`config.mk`:
```
export PLATFORM = sky130hd
export DESIGN_NAME = arc4_encrypt_flat
export DESIGN_NICKNAME = d
export VERILOG_FILES = /design/src/rtl/arc4_encrypt_if.sv /design/src/rtl/arc4_encrypt.sv /design/src/flat_wrapper.sv
export SDC_FILE = /design/constraint.sdc
export NUM_CORES = 1
export LEC_CHECK = 0
export ABC_AREA = 1
export CELL_PAD_IN_SITES_DETAIL_PLACEMENT = 1
export CELL_PAD_IN_SITES_GLOBAL_PLACEMENT = 1
export CORE_MARGIN = 5
export CORE_UTILIZATION = 44
export CTS_CLUSTER_DIAMETER = 150
export DETAILED_ROUTE_END_ITERATION = 12
export GPL_TIMING_DRIVEN = 1
export PLACE_DENSITY = 0.83
export SYNTH_ARGS = -nofsm -noshare
export SYNTH_HDL_FRONTEND = slang
export SYNTH_SLANG_ARGS = --single-unit
```
`constraint.sdc`:
```
create_clock -name clk -period 9.1 [get_ports clk]
set_input_delay 1.82 -clock clk [delete_from_list [all_inputs] [get_ports clk]]
set_output_delay 1.82 -clock clk [all_outputs]
set_load 0.05 [all_outputs]
```
`src/rtl/arc4_encrypt_if.sv`:
```
`default_nettype none
// +--------------------------------------------------------------------------+
// | Module   : arc4_encrypt_if                                               |
// | Brief    : start handshake plus plaintext, ciphertext and S RAM ports    |
// | Revision : 1.0  initial release                                          |
// +--------------------------------------------------------------------------+
interface arc4_encrypt_if;
  logic        en;
  logic        rdy;
  logic [23:0] key;
  logic [7:0]  pt_addr;
  logic [7:0]  pt_rddata;
  logic [7:0]  ct_addr;
  logic [7:0]  ct_wrdata;
  logic        ct_wren;
  logic [7:0]  s_addr;
  logic [7:0]  s_rddata;
  logic [7:0]  s_wrdata;
  logic        s_wren;

  // master: the environment (requester and RAMs); slave: the engine
  modport master (
    output en, key, pt_rddata, s_rddata,
    input  rdy, pt_addr, ct_addr, ct_wrdata, ct_wren, s_addr, s_wrdata, s_wren
  );

  modport slave (
    input  en, key, pt_rddata, s_rddata,
    output rdy, pt_addr, ct_addr, ct_wrdata, ct_wren, s_addr, s_wrdata, s_wren
  );
endinterface
`default_nettype wire

```
`src/rtl/arc4_encrypt.sv`:
```
`default_nettype none
// +--------------------------------------------------------------------------+
// | Module   : arc4_encrypt                                                  |
// | Brief    : RC4 encryption of a length-prefixed message, shared S RAM.    |
// |            Define ARC4_ENC_SCRUB_EN to zero S RAM before finishing.      |
// | Revision : 1.0  initial release                                          |
// +--------------------------------------------------------------------------+
module arc4_encrypt (
  input  wire logic     clk,
  input  wire logic     rst_n,
  arc4_encrypt_if.slave bus
);

  typedef enum logic [3:0] {
    S_IDLE, S_INIT,
    S_K1, S_K2, S_K3, S_K4,
    S_L1, S_L2,
    S_P1, S_P2, S_P3, S_P4, S_P5, S_P6,
    S_SCRUB, S_DONE
  } state_t;

`ifdef ARC4_ENC_SCRUB_EN
  localparam state_t FINISH = S_SCRUB;
`else
  localparam state_t FINISH = S_DONE;
`endif

  state_t      state, state_d;
  logic [23:0] key_r, key_d;
  logic [7:0]  i, i_d;
  logic [7:0]  j, j_d;
  logic [7:0]  n, n_d;
  logic [1:0]  km, km_d;
  logic [8:0]  k, k_d;
  logic [7:0]  len, len_d;
  logic [7:0]  si, si_d;
  logic [7:0]  sj, sj_d;
  logic [7:0]  sn, sn_d;
  logic [7:0]  pt_b, pt_d;
  logic [7:0]  key_byte;

  always_ff @(posedge clk or negedge rst_n) begin
    if (!rst_n) begin
      state <= S_IDLE;
      key_r <= '0;
      i     <= '0;
      j     <= '0;
      n     <= '0;
      km    <= '0;
      k     <= '0;
      len   <= '0;
      si    <= '0;
      sj    <= '0;
      sn    <= '0;
      pt_b  <= '0;
    end else begin
      state <= state_d;
      key_r <= key_d;
      i     <= i_d;
      j     <= j_d;
      n     <= n_d;
      km    <= km_d;
      k     <= k_d;
      len   <= len_d;
      si    <= si_d;
      sj    <= sj_d;
      sn    <= sn_d;
      pt_b  <= pt_d;
    end
  end

  // km tracks n mod 3 so no divider is needed
  always_comb begin
    case (km)
      2'd0:    key_byte = key_r[23:16];
      2'd1:    key_byte = key_r[15:8];
      default: key_byte = key_r[7:0];
    endcase
  end

  always_comb begin
    state_d       = state;
    key_d         = key_r;
    i_d           = i;
    j_d           = j;
    n_d           = n;
    km_d          = km;
    k_d           = k;
    len_d         = len;
    si_d          = si;
    sj_d          = sj;
    sn_d          = sn;
    pt_d          = pt_b;
    bus.rdy       = 1'b0;
    bus.pt_addr   = 8'd0;
    bus.ct_addr   = 8'd0;
    bus.ct_wrdata = 8'd0;
    bus.ct_wren   = 1'b0;
    bus.s_addr    = 8'd0;
    bus.s_wrdata  = 8'd0;
    bus.s_wren    = 1'b0;

    case (state)
      S_IDLE: begin
        bus.rdy = 1'b1;
        if (bus.en) begin
          key_d   = bus.key;
          i_d     = 8'd0;
          j_d     = 8'd0;
          n_d     = 8'd0;
          state_d = S_INIT;
        end
      end

      S_INIT: begin
        bus.s_addr   = n;
        bus.s_wrdata = n;
        bus.s_wren   = 1'b1;
        n_d          = n + 8'd1;
        if (n == 8'hFF) begin
          km_d    = 2'd0;
          j_d     = 8'd0;
          state_d = S_K1;
        end
      end

      S_K1: begin
        bus.s_addr = n;
        state_d    = S_K2;
      end

      S_K2: begin
        sn_d       = bus.s_rddata;
        j_d        = j + bus.s_rddata + key_byte;
        bus.s_addr = j_d;
        state_d    = S_K3;
      end

      S_K3: begin
        bus.s_addr   = n;
        bus.s_wrdata = bus.s_rddata;
        bus.s_wren   = 1'b1;
        state_d      = S_K4;
      end

      S_K4: begin
        bus.s_addr   = j;
        bus.s_wrdata = sn;
        bus.s_wren   = 1'b1;
        n_d          = n + 8'd1;
        km_d         = (km == 2'd2) ? 2'd0 : km + 2'd1;
        state_d      = (n == 8'hFF) ? S_L1 : S_K1;
      end

      S_L1: begin
        bus.pt_addr = 8'd0;
        state_d     = S_L2;
      end

      S_L2: begin
        bus.ct_addr   = 8'd0;
        bus.ct_wrdata = bus.pt_rddata;
        bus.ct_wren   = 1'b1;
        len_d         = bus.pt_rddata;
        i_d           = 8'd0;
        j_d           = 8'd0;
        n_d           = 8'd0;
        k_d           = 9'd1;
        state_d       = (bus.pt_rddata == 8'd0) ? FINISH : S_P1;
      end

      S_P1: begin
        i_d         = i + 8'd1;
        bus.s_addr  = i_d;
        bus.pt_addr = k[7:0];
        state_d     = S_P2;
      end

      S_P2: begin
        bus.pt_addr = k[7:0];
        si_d        = bus.s_rddata;
        pt_d        = bus.pt_rddata;
        j_d         = j + bus.s_rddata;
        bus.s_addr  = j_d;
        state_d     = S_P3;
      end

      S_P3: begin
        sj_d         = bus.s_rddata;
        bus.s_addr   = i;
        bus.s_wrdata = bus.s_rddata;
        bus.s_wren   = 1'b1;
        state_d      = S_P4;
      end

      S_P4: begin
        bus.s_addr   = j;
        bus.s_wrdata = si;
        bus.s_wren   = 1'b1;
        state_d      = S_P5;
      end

      S_P5: begin
        bus.s_addr = si + sj;
        state_d    = S_P6;
      end

      S_P6: begin
        bus.ct_addr   = k[7:0];
        bus.ct_wrdata = pt_b ^ bus.s_rddata;
        bus.ct_wren   = 1'b1;
        k_d           = k + 9'd1;
        state_d       = (k == {1'b0, len}) ? FINISH : S_P1;
      end

`ifdef ARC4_ENC_SCRUB_EN
      S_SCRUB: begin
        bus.s_addr   = n;
        bus.s_wrdata = 8'd0;
        bus.s_wren   = 1'b1;
        n_d          = n + 8'd1;
        if (n == 8'hFF) state_d = S_DONE;
      end
`endif

      S_DONE: begin
        state_d = S_IDLE;
      end

      default: begin
        state_d = S_IDLE;
      end
    endcase
  end

endmodule
`default_nettype wire

```
`src/flat_wrapper.sv`:
```
// flat-port wrapper written by rule: the top's interface ports become plain ports
module arc4_encrypt_flat 
  (clk, rst_n, bus_en, bus_key, bus_pt_rddata, bus_s_rddata, bus_rdy, bus_pt_addr, bus_ct_addr, bus_ct_wrdata, bus_ct_wren, bus_s_addr, bus_s_wrdata, bus_s_wren);
  arc4_encrypt_if bus_i ();
  input  wire logic clk;
  input  wire logic rst_n;
  input wire logic [$bits(bus_i.en)-1:0] bus_en;
  input wire logic [$bits(bus_i.key)-1:0] bus_key;
  input wire logic [$bits(bus_i.pt_rddata)-1:0] bus_pt_rddata;
  input wire logic [$bits(bus_i.s_rddata)-1:0] bus_s_rddata;
  output wire logic [$bits(bus_i.rdy)-1:0] bus_rdy;
  output wire logic [$bits(bus_i.pt_addr)-1:0] bus_pt_addr;
  output wire logic [$bits(bus_i.ct_addr)-1:0] bus_ct_addr;
  output wire logic [$bits(bus_i.ct_wrdata)-1:0] bus_ct_wrdata;
  output wire logic [$bits(bus_i.ct_wren)-1:0] bus_ct_wren;
  output wire logic [$bits(bus_i.s_addr)-1:0] bus_s_addr;
  output wire logic [$bits(bus_i.s_wrdata)-1:0] bus_s_wrdata;
  output wire logic [$bits(bus_i.s_wren)-1:0] bus_s_wren;
  assign bus_i.en = bus_en;
  assign bus_i.key = bus_key;
  assign bus_i.pt_rddata = bus_pt_rddata;
  assign bus_i.s_rddata = bus_s_rddata;
  assign bus_rdy = bus_i.rdy;
  assign bus_pt_addr = bus_i.pt_addr;
  assign bus_ct_addr = bus_i.ct_addr;
  assign bus_ct_wrdata = bus_i.ct_wrdata;
  assign bus_ct_wren = bus_i.ct_wren;
  assign bus_s_addr = bus_i.s_addr;
  assign bus_s_wrdata = bus_i.s_wrdata;
  assign bus_s_wren = bus_i.s_wren;
  arc4_encrypt u_core (.clk(clk), .rst_n(rst_n), .bus(bus_i));
endmodule
```
==> results.cfg, run 1 <==
[route]
vias = 5933
ant_nets = 0
routedWlPerCell_um = 19.0
drt_first_pass_iters = 5
viasPerCell = 5.52
wl_mm = 20.4
drc = 0
first_iter_violations = 313

[timing]
final.setup.tns_ns = 0
max-slew-margin-rel_pct = 32.6
clock_skew_ns = 0.00986
period_share_pct = 80.8
drv_slew = 0
max_freq_mhz = 136
finalHoldViolCount = 0
finalSetupViolCount = 0
rsz0062_at_grt = false
hold_slack_ns = 0.498
fin_crit_ns = 7.35
worst_pin_slew_ns = 1.01

[synth]
syn_inst = 807
yosys_warnings = 0
synth.top_cell.area_share_pct = 41.2
synth_area_um2 = 6260
ys_types = 47
ys_ff_latch = 103
synth_fp_nets = 877
yosysTopAreaCell = dfrtp_1
synthTopCellsByArea = dfrtp_1 (41%), nand2_1 (10%), inv_1 (7.1%)
syn_avg_cell_area_um2 = 7.76
yosysSeqAreaShare_pct = 41.2

[placement]
io_buffer_count = 85
gp_congestion = 0.936
dpl.hpwl_mm = 16.1
placed_area_um2 = 7270

[final_layout]
regArea_um2 = 2580
diodes = 0
layout_common_cells = nand2_1 (171), inv_1 (118), dfrtp_1 (103)
nNetsFinal = 960
n_fill_cell = 1731
layout_commonest_cell = nand2_1
syn2layout_area_growth_pct = 20.9
drive_gt1_share_pct = 6.60
multi_input_area_um2 = 3140
design_area_um2 = 7570

[global_route]
grt_overflow = 0
grt_max_degree = 80
grt_pass1_wl_mm = 33.3
grt_pass1_vias = 6395
antenna_found_initial = 0
grt_use_total_pct = 25.4

[floorplan]
die_h_um = 129
dieArea_um2 = 16700
core_area_um2 = 13900
ios = 86
rows = 43
die_w_um = 129
initial_core_util_pct = 44.9

[worst_setup_path]
crit_slowest_cell = clkdlybuf4s50_1
slowest_delay_ns = 0.80
crit_chain = clkdlybuf4s50_1, inv_1, fa_1, o21bai_1, nand2_1, nand2_1, inv_1, ha_1, nand2_1, inv_1, nand4_1, nand3_1, nand2_1, nand2_1, inv_1, nand2_1, nand3_1, nand2_1, clkdlybuf4s50_1
critPathArrivalTime_ns = 5.53
cp_top_family = buffers and inverters
ff2ff_setup_slack_ns = 6.32
end_kind = output port
cp_common_cell = nand2_1
cp-start-kind = primary input
crit_fanout = 5
critPathKind = primary input to output port
critPathBufInv = 6
crit_required_ns = 7.28

[job]
drv_cap = 0

[power_and_ir_drop]
p_per_area_nw_per_um2 = 366
p_leak_uw = 0.00364
vdd_ir_drop_max_v = 0.000164

[clock_network]
cts_root_buf = clkbuf_16
clkTransAtPathRegs_ns = 0.07
clock_path_buffers = 2
htreeDepth = 3
clock-sinks = 103
ctsHoldBuffers = 0
insertion_delay_ns = 0.37
cts_tree = done
cts_buffers = 9
cts_resized = 0
post_cts_buffers = 0

[status]
status = completed

[min_path]
worst_hold_path_type = flip-flop to flip-flop
==> worst register-to-register path, stage by stage, from the launching register on <==
cell	delay, ns
dfrtp_1	0.41
ha_1	0.33
a21o_1	0.20
o21bai_1	0.16
or2_2	0.29
nand2_1	0.06
inv_1	0.04
ha_1	0.34
nand2_1	0.07
inv_1	0.08
nand4_1	0.08
nand3_1	0.16
nand2_1	0.08
nand2_1	0.08
nand3_1	0.08
nand3_1	0.11
nand3_1	0.09
==> where the power goes <==
part           internal [uW]  switching [uW]  leakage (uW)  total [uW]
Combinational            546            1060       0.00219        1600
Clock                    216             188      0.000141         404
Sequential               631             136       0.00131         767
Total                   1390            1380       0.00364        2770
==> worst paths after layout <==
kind / startpoint / endpoint / cells after the start
max in group asynchronous: rst_n / u_core.key_r[17] / 2
worst min register to register: u_core.sn[6] / u_core.sn[6] / 2
worst min-delay path: u_core.sn[6] / u_core.sn[6] / 2
min in group asynchronous: rst_n / u_core.si[5] / 1
worst max-delay path: bus_s_rddata[1] / bus_s_addr[7] / 19
worst max register to register: u_core.j[3] / u_core.j[7] / 16
==> sequential cells by signal (all words and copies together), names as in the netlist <==
name          count
u_core.i          8
u_core.j          8
u_core.k          9
u_core.key_r     24
u_core.km         2
u_core.len        8
u_core.n          8
u_core.pt_b       8
u_core.si         8
u_core.sj         8
u_core.sn         8
u_core.state      4
==> per-layer routing <==
layer	GRT usage (%)	vias up	share of wire (%)
met1	32.6	2940	44
met5	0	-	0
met4	7.54	0	2.3
met2	43.8	147	50
li1	-	2820	-
met3	4.53	26	3.8
==> synthesized netlist by cell type (all sizes together) <==
library cell and n:
nand2 176, inv 121, dfrtp 103, nor2 86
o21ai 86, nand3 48, a21oi 29, ha 24
mux2 21, o22ai 18, xnor2 13, o2111ai 9
buf 8, nor3 8, clkbuf 7, nand4 7
xor2 7, a21o 4, o21bai 4, a22oi 3
a31oi 3, fa 3, o211ai 3, a211oi 2
o21a 2, o31ai 2, or2 2, a21boi 1
a221oi 1, a22o 1, clkinv 1, nand3b 1
nor4 1, o221ai 1, o32ai 1
==> per-stage QoR <==
stage               instances  setup WS, ns  power [uW]  utilization [%]
floorplan                 807          3.20        1860                -
global placement         1059          1.95        2280             52.2
detailed placement       1059          1.81        2360             52.2
CTS                      1074          1.77        2780             54.3
global route             1074          1.47        2980             54.3
finish                   1074          1.75        2770             54.3
==> layout make-up <==
| type | count | share of cell area, % |
|---|---|---|
| Clock buffer | 10 | 3.03 |
| Tap cell | 180 | 2.98 |
| Multi-Input combinational cell | 567 | 41.6 |
| Inverter | 122 | 6.09 |
| Clock inverter | 5 | 0.876 |
| Sequential cell | 103 | 34.1 |
| Timing Repair Buffer | 87 | 11.4 |
==> kinds of logic (layout without fill, tap and decap cells) <==
kind of cell               Yosys count  after routing  share of synthesized area [%]
DFF                                103            103                           41.2
adders and majority gates           27             27                           5.76
buffers and inverters              137            224                           8.59
muxes                               21             21                           3.78
AOI/OAI and AO/OA                  170            170                           15.7
xor gates and xnor gates            20             20                           2.80
and+or+nand+nor                    329            329                           22.2
(Power assumes the default switching activity.)
==> run 2, diff against run 1 <==
- CORE_UTILIZATION: 44 -> 37
- PLACE_DENSITY: 0.83 -> 0.74
- clock period: 9.1 -> 6 ns (I/O delays scaled with it)
==> results.cfg, run 2 (synthesis gave the netlist of run 1 again) <==
[final_layout]
nNetsFinal = 963
largest_registers = u_core.key_r: 24 flops, u_core.k: 9 flops
layout_common_cells = nand2_1 (171), inv_1 (118), dfrtp_1 (103)
largest_reg_flops = 24
fin_util_pct = 46.1
layout_commonest_cell = nand2_1
diodes = 0
syn2layout_area_growth_pct = 22.2
top_register = u_core.key_r
stdcell_count = 1117
drive_gt1_share_pct = 7.69

[timing]
rsz0062_at_grt = false
drv_slew = 0
worst_pin_slew_ns = 0.881
finalSetupViolCount = 0
period_share_pct = 91.0
max_freq_mhz = 183
finalHoldViolCount = 0
clock_skew_ns = 0.00778
final.setup.tns_ns = 0
fin_crit_ns = 5.46
max-slew-margin-rel_pct = 41.1

[clock_network]
clock-sinks = 103
cts_root_buf = clkbuf_16
clock_path_buffers = 2
cts_resized = 0
cts_buffers = 9
htreeDepth = 3
ctsHoldBuffers = 0
insertion_delay_ns = 0.35
post_cts_buffers = 0
clkTransAtPathRegs_ns = 0.07
cts_tree = done

[power_and_ir_drop]
vdd_ir_drop_max_v = 0.000246
p_per_area_nw_per_um2 = 544
p_leak_uw = 0.00367

[route]
viasPerCell = 5.15
routedWlPerCell_um = 18.2
drc = 0
wl_mm = 20.4
first_iter_violations = 314
vias = 5758
ant_nets = 0
drt_first_pass_iters = 5

[floorplan]
rows = 47
core_area_um2 = 16600
initial_core_util_pct = 37.7
ios = 86
dieArea_um2 = 19600
die_h_um = 140
die_w_um = 140

[job]
drv_cap = 0

[global_route]
grt_max_degree = 63
grt_pass1_wl_mm = 33.0
antenna_found_initial = 0
grt_use_total_pct = 21.2
grt_overflow = 0
grt_pass1_vias = 6076

[status]
status = completed

[worst_setup_path]
crit_fanout = 5
slowest_delay_ns = 0.65
crit_slowest_cell = clkdlybuf4s50_1
crit_chain = clkdlybuf4s50_1, inv_1, fa_1, o21bai_1, nand2_1, nand2_1, inv_1, ha_1, nand2_1, inv_1, nand4_1, nand3_1, a21oi_1, o21ai_0, nand2_1, inv_1, nand3_1, buf_12
cp-start-kind = primary input
crit_required_ns = 4.80
r2r_start = u_core.km[1]
reg2reg_to = u_core.j[4]
r2r_cells = 13
end_kind = output port
ff2ff_setup_slack_ns = 3.19
critPathKind = primary input to output port
critPathArrivalTime_ns = 4.26

[min_path]
hp-start = u_core.sn[2]
min_to = u_core.sn[2]
whs_path_depth = 2
worst_hold_path_type = flip-flop to flip-flop

[placement]
gp_congestion = 0.905
dpl.cell_count = 1102
dpl.hpwl_mm = 15.7
io_buffer_count = 85
run 2: cell types whose count changed in the layout (fill, tap and decap cells not counted), sizes merged:
cell and delta:
clkinv +2, bufinv -1, inv -2, buf +9, clkdlybuf4s50 -6, clkbuf +1
run 2: area by class of cell:
type | count | area [um2]
multi-input combinational | 567 | 3140
timing repair buffer | 90 | 908
sequential | 103 | 2580
fill | 2075 | 8930
clock inverter | 4 | 30.0
inverter | 122 | 460
tap | 220 | 275
clock buffer | 11 | 253
run 2: worst max-delay path: cells and delay by family:
family,cells,cell delay [ns]
adders and majority gates,2,0.84
AOI/OAI and AO/OA,3,0.40
and+or+nand+nor,7,0.61
buffers and inverters,6,1.19
run 2: stage by stage:
step	total power (uW)	area (um2)	hold slack (ns)	setup slack [ns]
2_1_floorplan	2820	6260	0.453	1.34
3_3_place_gp	3540	7370	0.468	0.593
3_5_place_dp	3600	7370	0.474	0.542
4_1_cts	4190	7650	0.492	0.537
5_1_grt	4520	7650	0.511	0.350
6_report	4160	7650	0.491	0.538
run 2: worst max path at each step:
stage                          from            end
finish              bus_s_rddata[1]  bus_s_addr[5]
global route        bus_s_rddata[1]  bus_s_addr[5]
CTS                 bus_s_rddata[0]  bus_s_addr[5]
detailed placement  bus_s_rddata[0]  bus_s_addr[1]
global placement    bus_s_rddata[0]  bus_s_addr[1]
floorplan           bus_s_rddata[3]  bus_s_addr[5]
run 2: where the power goes:
| group | internal (uW) | switching (uW) |
|---|---|---|
| sequential | 957 | 198 |
| combinational | 857 | 1570 |
| clock | 304 | 271 |
| total | 2120 | 2040 |
run 2: layer usage:
layer  vias up  track usage, %  share of wire (%)
li1       2832               -                  -
met5         -               0                  0
met1      2786            29.5                 48
met2       129            35.3                 47
met4         0            4.69                1.1
met3        11            3.03                3.9
